### src/rtl/fb_arbiter.sv
// fb_arbiter: two-port arbiter that shares the single-ported 16-bit framebuffer
// SRAM between the video scanout fetcher and the CPU bus. Grants are decided
// combinationally, the SRAM address/data/strobe are driven from registers, and
// read data returns two edges after the ack.
// Optional feature: define FB_ARB_STARVE_EN to build the CPU starvation counter.
// Without it, video has strict priority and the CPU may starve.

module fb_arbiter #(
    parameter int STARVE_LIMIT = 4
) (
    input  logic        CLK,
    input  logic        RST_N,
    input  logic        vid_req,
    input  logic [15:0] vid_addr,
    output logic        vid_ack,
    output logic [15:0] vid_rdata,
    output logic        vid_rvalid,
    input  logic        cpu_req,
    input  logic        cpu_we,
    input  logic [15:0] cpu_addr,
    input  logic [15:0] cpu_wdata,
    output logic        cpu_ack,
    output logic [15:0] cpu_rdata,
    output logic        cpu_rvalid,
    output logic [15:0] mem_address,
    output logic [15:0] mem_dataIn,
    output logic        mem_write,
    input  logic [15:0] mem_dataOut
);

    typedef enum logic [1:0] {
        IDLE = 2'd0,
        VID  = 2'd1,
        CPU  = 2'd2
    } state_t;

    state_t      state_q;
    logic [15:0] mem_address_q;
    logic [15:0] mem_dataIn_q;
    logic        mem_write_q;
    logic [15:0] vid_rdata_q;
    logic        vid_rvalid_q;
    logic [15:0] cpu_rdata_q;
    logic        cpu_rvalid_q;
    logic        starve;

    // The counter is four bits wide, so the limit must fit and be reachable.
    if (STARVE_LIMIT < 1 || STARVE_LIMIT > 15) begin : g_bad_limit
        $error("fb_arbiter: STARVE_LIMIT must be in 1..15");
    end

`ifdef FB_ARB_STARVE_EN
    logic [3:0] starve_q;
    logic [3:0] starve_d;

    assign starve = (starve_q == 4'(STARVE_LIMIT));

    // Count video wins over a waiting CPU; any CPU grant or idle CPU restarts it.
    always_comb begin
        starve_d = starve_q;
        if (!cpu_req || cpu_ack) begin
            starve_d = 4'd0;
        end else if (vid_ack) begin
            starve_d = starve_q + 4'd1;
        end
    end

    // Starvation counter register.
    always_ff @(posedge CLK or negedge RST_N) begin
        if (!RST_N) begin
            starve_q <= 4'd0;
        end else begin
            starve_q <= starve_d;
        end
    end
`else
    assign starve = 1'b0;
`endif

    // Grants are masked during reset so every output reads 0 while RST_N is low.
    assign vid_ack = RST_N & vid_req & ~(starve & cpu_req);
    assign cpu_ack = RST_N & cpu_req & (~vid_req | starve);

    // Access state, SRAM drive registers and read-data return in one FSM.
    always_ff @(posedge CLK or negedge RST_N) begin
        if (!RST_N) begin
            state_q       <= IDLE;
            mem_address_q <= 16'h0000;
            mem_dataIn_q  <= 16'h0000;
            mem_write_q   <= 1'b0;
            vid_rdata_q   <= 16'h0000;
            vid_rvalid_q  <= 1'b0;
            cpu_rdata_q   <= 16'h0000;
            cpu_rvalid_q  <= 1'b0;
        end else begin
            if (vid_ack) begin
                state_q       <= VID;
                mem_address_q <= vid_addr;
                mem_write_q   <= 1'b0;
            end else if (cpu_ack) begin
                state_q       <= CPU;
                mem_address_q <= cpu_addr;
                mem_dataIn_q  <= cpu_wdata;
                mem_write_q   <= cpu_we;
            end else begin
                state_q       <= IDLE;
                mem_write_q   <= 1'b0;
            end

            vid_rvalid_q <= (state_q == VID);
            if (state_q == VID) begin
                vid_rdata_q <= mem_dataOut;
            end

            cpu_rvalid_q <= (state_q == CPU) && !mem_write_q;
            if ((state_q == CPU) && !mem_write_q) begin
                cpu_rdata_q <= mem_dataOut;
            end
        end
    end

    assign mem_address = mem_address_q;
    assign mem_dataIn  = mem_dataIn_q;
    assign mem_write   = mem_write_q;
    assign vid_rdata   = vid_rdata_q;
    assign vid_rvalid  = vid_rvalid_q;
    assign cpu_rdata   = cpu_rdata_q;
    assign cpu_rvalid  = cpu_rvalid_q;

endmodule

### config.mk
export PLATFORM = sky130hd
export DESIGN_NAME = fb_arbiter
export DESIGN_NICKNAME = d
export VERILOG_FILES = /design/src/rtl/fb_arbiter.sv
export SDC_FILE = /design/constraint.sdc
export NUM_CORES = 1
export LEC_CHECK = 0
export CORE_MARGIN = 2
export CORE_UTILIZATION = 43
export DETAILED_ROUTE_END_ITERATION = 10
export PLACE_DENSITY_LB_ADDON = 0.12
export SLEW_MARGIN = 40
export SYNTH_ARGS = -nofsm -noshare
export SYNTH_HDL_FRONTEND = slang
export SYNTH_SLANG_ARGS = --single-unit
export TNS_END_PERCENT = 5
### constraint.sdc
create_clock -name CLK -period 2.8 [get_ports CLK]
set_input_delay 0.7 -clock CLK [delete_from_list [all_inputs] [get_ports CLK]]
set_output_delay 0.7 -clock CLK [all_outputs]
set_load 0.02 [all_outputs]
==> results of run 1 <==
[metal layers]
metal  vias to the layer above  part of all wire [%]  global-route usage, %  wire, um
met2                        97                    48                   32.1      3200
li1                        984                     -                      -         -
met3                         6                   7.0                   5.31       467
met4                         0                  0.72                   7.04        48
met5                         -                     0                      0         0
met1                      1023                    44                   25.6      2920
[flip-flops by register name, summed over array words and instances, names as in the netlist]
signal / count
cpu_rdata: 16
mem_address: 16
mem_dataIn: 16
vid_rdata: 16
state_q: 2
cpu_rvalid: 1
mem_write: 1
vid_rvalid: 1
[metrics by stage]
stage / util, % / hold slack, ps / setup WS, ps
6_report: 70.4 / 229 / 52.5
5_1_grt: 70.4 / 216 / 13.1
4_1_cts: 70.4 / 212 / 29.8
3_5_place_dp: 67.3 / 495 / 29.8
3_3_place_gp: 67.3 / 488 / 26.1
2_1_floorplan: - / 404 / 734
[how the worst min path moves through the flow]
stage,startpoint,endpoint,slack (ps),cells after the start
after CTS,RST_N,mem_address[4],210,1
after floorplan,RST_N,cpu_rdata[0],400,0
final,RST_N,mem_address[4],230,1
after global routing,RST_N,mem_address[4],220,1
after detailed placement,mem_dataIn[12],mem_dataIn[12],500,1
after global placement,mem_dataIn[14],mem_dataIn[14],490,1
[critical path: stages]
cell and delay [ps]:
clkdlybuf4s50_1 440, buf_4 170, nor2_8 100, clkdlybuf4s50_1 640
[power by group through the flow]
stage | sequential (mW) | clock (mW) | combinational (mW)
after floorplan | 1.49 | 0 | 0.225
after global placement | 1.28 | 0 | 0.945
after detailed placement | 1.29 | 0 | 0.958
after CTS | 1.27 | 0.824 | 0.961
after global routing | 1.29 | 0.869 | 1.00
final | 1.27 | 0.797 | 0.948
[cell usage in the layout (no fill, tap or decap), drive strengths merged]
master         synthesis  final
and2                   1      1
buf                   10     11
o22ai                 16     16
bufinv                 0      1
inv                    1      1
clkbuf                 2     11
nor2                  18     18
or2                    1      1
clkinv                 0      2
nand2                  2      2
o32ai                 16     16
clkinvlp               0      1
nor2b                  1      1
mux2                  48     48
clkdlybuf4s50          0    136
dfrtp                 69     69
nor3b                  1      1
[cells by family (layout without fill, tap and decap cells)]
logic type	after synthesis	in the layout	synth area share [%]
compound gates	32	32	8.66
buf+inv	13	163	3.47
mux	48	48	20.7
flops	69	69	62.2
simple gates	24	24	4.92
[cell type report]
| type | instances | area, um2 |
|---|---|---|
| Clock buffer | 11 | 151 |
| Clock inverter | 4 | 47.5 |
| Fill cell | 453 | 1860 |
| Inverter | 1 | 3.75 |
| Multi-Input combinational cell | 104 | 951 |
| Sequential cell | 69 | 1730 |
| Tap cell | 77 | 96.3 |
| Timing Repair Buffer | 147 | 1440 |
==> key figures, run 1 <==
Outcome
  • Status: finished clean

Pwr
  • Clock share of power: between 20% and 30%
  • Switching share of power: between 20% and 30%
  • Max rail drop VDD: ~410 uV
  • Sequential share of power: a little over two fifths
  • Total power: 3.01 mW
  • Cell area power density: just under 700 nW/um2
  • Gate power share: 31.5%
  • Static Leak: 1.82 nW
  • Psw: about 0.86 mW
  • Power Internal: roughly 2.2 mW

Logic synthesis
  • Sequential cell area fraction in the yosys report: 62.2%
  • Syn Area/Cell: approximately 15 um2
  • Synth warnings: 0
  • Count leader, synth: dfrtp_1
  • Number of enable flip-flop cells after synthesis: 0
  • Synth area leader: dfrtp_1
  • Post-synth cell types: 21
  • Main area contributors after synthesis: dfrtp_1 (62%), mux2_2 (16%), o32ai_1 (5.1%), mux2_4 (4.9%), o22ai_1 (3.6%)
  • Top cells by count, synth: dfrtp_1 (69), mux2_2 (39), nor2_1 (17)
  • Async SR Flop Fraction: between 90% and 100%
  • FF+latch count, synth: 69
  • Top cell type's share of synthesized area: 62.2%
  • Main synth FF type: dfrtp_1
  • Post-synthesis instance total: approximately 190
  • Cell area after synthesis: ~2800 um2
  • Syn nets: 255

Worst setup path
  • Launching point of the worst reg2reg path: state_q[0]
  • CP Capture Point: cpu_ack
  • Startpoint types: input pin
  • Worst R2R End: cpu_rdata[6]
  • Crit path from: vid_req
  • Worst r2r path cells: 3
  • Kind of end point of the critical path: output port
  • Reg2Reg Setup Slack: 1390 ps
  • Worst path arrival time: between 2000 and 2500 ps
  • Maximum fanout along the worst path: 3
  • Crit Path Category: in2out
  • WP data required: 2100 ps

Die
  • Number of core rows: 29
  • Area of the core: roughly 6300 um2
  • Initial core utilization: approximately 44%
  • DIE AREA: 7110 um2
  • IO Pins: 138
  • Width of the die: 84.3 um
  • DIE HEIGHT: 84.3 um

Route
  • Vias: ~2,100
  • 1st-iter DRT viols: 37
  • Post-route DRC: 0
  • DR WL/cell: 16.1 um
  • First-pass iteration count of the detailed router: 4
  • Vias per cell: 5.11
  • ANT nets after route: 0
  • Post-Route WL: 6.64 mm

GRT
  • First-pass GRT wire length: around 11 mm
  • Largest net degree at the start of global routing: 54
  • GRT Overall Usage: about a fifth
  • Vias in the first global route: around 2,200
  • Grt ovf: 0
  • Initial antenna violation count: 0

Min path
  • Min-delay worst type: in2async

Place
  • Placed Instances: a little under 400
  • IO buf count: roughly 140
  • GPL Wtd Cong: between 0.7 and 0.8
  • Placed Area: approximately 4200 um2
  • Post-DP HPWL: 4.90 mm

Clock tree
  • CTS root buf: clkbuf_8
  • CTS Buf Count: 9
  • Clock Path Buffers: 2
  • Cts hold-fix bufs: 0
  • H-tree levels: 3
  • CTS sink cnt: 69
  • CTS clk-pin slew, worst paths: approximately 70 ps
  • # Post-CTS Setup Buffers: 0
  • CTS tree: done
  • # resized after CTS: 0
  • Worst skew pair latency: 320 ps

Timing
  • Final Critical Period: 2750 ps
  • Worst Skew: roughly 6 ps
  • Final Hold Vio Count: 0
  • Actual slew at the worst max-slew pin: 641 ps
  • RSZ-0062 raised after global routing: false
  • Finish-stage setup viols: 0
  • Slew HR: 57.3%
  • Max Slew Vio Count: 0
  • Fmax: around 360 MHz
  • Setup TNS: 0 ps
  • Period utilisation layout: a little over nine tenths

Cells and area
  • N_diodes: 0
  • Design area: 4420 um2
  • Non-filler cells, final: just over 400
  • Fraction of layout cells with a size suffix above 1: between 20% and 30%
  • Synthesis-to-layout area growth: 59.4%
  • Nets: around 400

Job
  • Max cap viols: 0
Note: power is estimated with default switching activity, not from simulation.
==> run 2: changes to the inputs <==
CELL_PAD_IN_SITES_DETAIL_PLACEMENT = 2   (was default)
CELL_PAD_IN_SITES_GLOBAL_PLACEMENT = 2   (was default)
CORE_UTILIZATION = 27   (was 43)
==> key figures, run 2 (synthesis gave the netlist of run 1 again) <==
Worst setup path
  • Worst R2R End: cpu_rdata[7] (was cpu_rdata[6])
  • Crit path from: vid_req (unchanged)
  • Worst-path cell chain: clkdlybuf4s50_1, nand2_1, inv_1, clkdlybuf4s50_1 (was clkdlybuf4s50_1, buf_4, nor2_8, clkdlybuf4s50_1)
  • Critical-path top delay cell: clkdlybuf4s50_1 (unchanged)
  • Worst path arrival time: 1990 ps (was 2050 ps)
  • Launching point of the worst reg2reg path: state_q[0] (unchanged)
  • Startpoint types: input pin (unchanged)
  • Worst r2r path cells: 3 (unchanged)
  • Maximum fanout along the worst path: 2 (was 3)
  • Reg2Reg Setup Slack: 1200 ps (was 1390 ps)
  • CP Capture Point: vid_ack (was cpu_ack)
  • WP data required: 2100 ps (about the same)
  • Crit-path most repeated cell: clkdlybuf4s50_1 (unchanged)
  • Slowest stage delay, CP: 640 ps (about the same)
  • Crit Path Category: in2out (unchanged)
  • Kind of end point of the critical path: output port (unchanged)

Cells and area
  • Nets: 399 (was 401)
  • Fraction of layout cells with a size suffix above 1: 22.7% (was 22.9%)
  • Most common cell after layout, fill and taps aside: clkdlybuf4s50_1 (unchanged)
  • Footprint of the multi-input gates: 951 um2 (unchanged)
  • Fill count: 1,008 (was 453)
  • Most frequent cells in the layout: clkdlybuf4s50_1 (135), dfrtp_1 (69), mux2_2 (39) (was clkdlybuf4s50_1 (136), dfrtp_1 (69), mux2_2 (39))
  • Seq. cell area: 1730 um2 (unchanged)
  • Synthesis-to-layout area growth: 61.6% (was 59.4%)
  • N_diodes: 0 (unchanged)

Route
  • ANT nets after route: 0 (unchanged)
  • Post-route DRC: 0 (unchanged)
  • Post-Route WL: 8.16 mm (was 6.64 mm)
  • DR WL/cell: 17.3 um (was 16.1 um)
  • Vias: 2,171 (was 2,110)
  • First-pass iteration count of the detailed router: 4 (unchanged)
  • Vias per cell: 4.61 (was 5.11)
  • 1st-iter DRT viols: 38 (was 37)

Outcome
  • Status: finished clean (unchanged)

Timing
  • Finish-stage setup viols: 0 (unchanged)
  • Fmax: 372 MHz (was 364 MHz)
  • Actual slew at the worst max-slew pin: 631 ps (was 641 ps)
  • Period utilisation layout: 96.1% (was 98.1%)
  • Slew HR: 57.9% (was 57.3%)
  • Setup TNS: 0 ps (unchanged)
  • Final Hold Vio Count: 0 (unchanged)
  • Max Slew Vio Count: 0 (unchanged)
  • Final Critical Period: 2690 ps (was 2750 ps)
  • RSZ-0062 raised after global routing: false (unchanged)
  • Worst Skew: 6.96 ps (was 6.10 ps)

Pwr
  • Sequential share of power: 42.1% (about the same)
  • Clock share of power: 26.2% (was 26.4%)
  • Switching share of power: 30.0% (was 28.6%)
  • Total power: 3.02 mW (was 3.01 mW)
  • Cell area power density: 673 nW/um2 (was 682 nW/um2)
  • Gate power share: 31.7% (was 31.5%)
  • Max rail drop VDD: 196 uV (was 412 uV)
  • Static Leak: 1.83 nW (was 1.82 nW)
  • Power Internal: 2.11 mW (was 2.15 mW)
  • Psw: 0.903 mW (was 0.863 mW)

Clock tree
  • Cts hold-fix bufs: 0 (unchanged)
  • CTS tree: done (unchanged)
  • Worst skew pair latency: 340 ps (was 320 ps)
  • H-tree levels: 3 (unchanged)
  • Clock Path Buffers: 2 (unchanged)
  • # Post-CTS Setup Buffers: 0 (unchanged)
  • CTS sink cnt: 69 (unchanged)
  • CTS Buf Count: 9 (unchanged)
  • CTS root buf: clkbuf_8 (unchanged)
  • CTS clk-pin slew, worst paths: 80 ps (was 70 ps)

Die
  • DIE HEIGHT: 105 um (was 84.3 um)
  • Width of the die: 105 um (was 84.3 um)
  • Initial core utilization: 27.4% (was 44.2%)
  • IO Pins: 138 (unchanged)
  • DIE AREA: 11,100 um2 (was 7110 um2)
  • Number of core rows: 37 (was 29)
  • Area of the core: 10,100 um2 (was 6280 um2)

Place
  • Post-DP HPWL: 5.98 mm (was 4.90 mm)
  • GPL Wtd Cong: 0.688 (was 0.732)
  • IO buf count: 137 (unchanged)

Job
  • Max cap viols: 0 (unchanged)

GRT
  • Largest net degree at the start of global routing: 71 (was 54)
  • Vias in the first global route: 2,419 (was 2,242)
  • Grt ovf: 0 (unchanged)
  • GRT Overall Usage: 15.6% (was 19.7%)
  • Initial antenna violation count: 0 (unchanged)
  • First-pass GRT wire length: 13.2 mm (was 11.1 mm)

Min path
  • Min-delay worst type: in2async (unchanged)
run 2: final cells by class:
class                   instances  share of cell area [%]
clock inverters                 3                   0.391
well taps                     136                    3.80
repair buffers                145                    32.0
clock buffers                  13                    3.99
flip-flops and latches         69                    38.5
inverters                       1                  0.0837
multi-input cells             104                    21.2
run 2: power by group through the flow:
stage / Sequential, mW / Clock, mW / Combinational, mW
after floorplan: 1.49 / 0 / 0.225
after global placement: 1.28 / 0 / 0.954
after detailed placement: 1.29 / 0 / 0.969
after CTS: 1.27 / 0.829 / 0.972
after global routing: 1.30 / 0.882 / 1.01
final: 1.27 / 0.789 / 0.957
run 2: worst min-delay path by stage:
stage	slack, ps	cells past startpoint	to	startpoint
6_report	210	1	mem_address[3]	RST_N
5_1_grt	190	1	mem_address[3]	RST_N
4_1_cts	200	1	mem_dataIn[6]	RST_N
3_5_place_dp	500	1	vid_rdata[6]	vid_rdata[6]
2_1_floorplan	400	0	cpu_rdata[0]	RST_N
3_3_place_gp	490	1	vid_rdata[0]	vid_rdata[0]
run 2: repair_timing:
action | in CTS | in global routing
gates resized for setup | 0 | 1
endpoints found under the hold margin | 0 | 0
endpoints found under the setup margin | 0 | 1
run 2: per-layer routing:
metal | vias up | track usage (%) | wire (um)
met5 | - | 0 | 0
met4 | 0 | 5.71 | 86
met3 | 7 | 6.56 | 719
met2 | 86 | 24.6 | 3890
met1 | 1101 | 19.0 | 3470
li1 | 977 | - | -
run 2: per-stage QoR:
stage / hold WS, ps / utilization (%) / instance area [um2] / cells / setup slack, ps
floorplan: 404 / - / 2770 / 186 / 734
global placement: 489 / 42.2 / 4280 / 455 / 61.7
detailed placement: 496 / 42.3 / 4280 / 455 / 46.1
CTS: 196 / 44.2 / 4480 / 471 / 46.2
global route: 190 / 44.2 / 4480 / 471 / 77.7
finish: 212 / 44.2 / 4480 / 471 / 110
run 2: critical path, delay by kind of cell:
| kind | cells | cell delay, ps |
|---|---|---|
| and+or+nand+nor | 1 | 80 |
| buffers and inverters | 3 | 1200 |
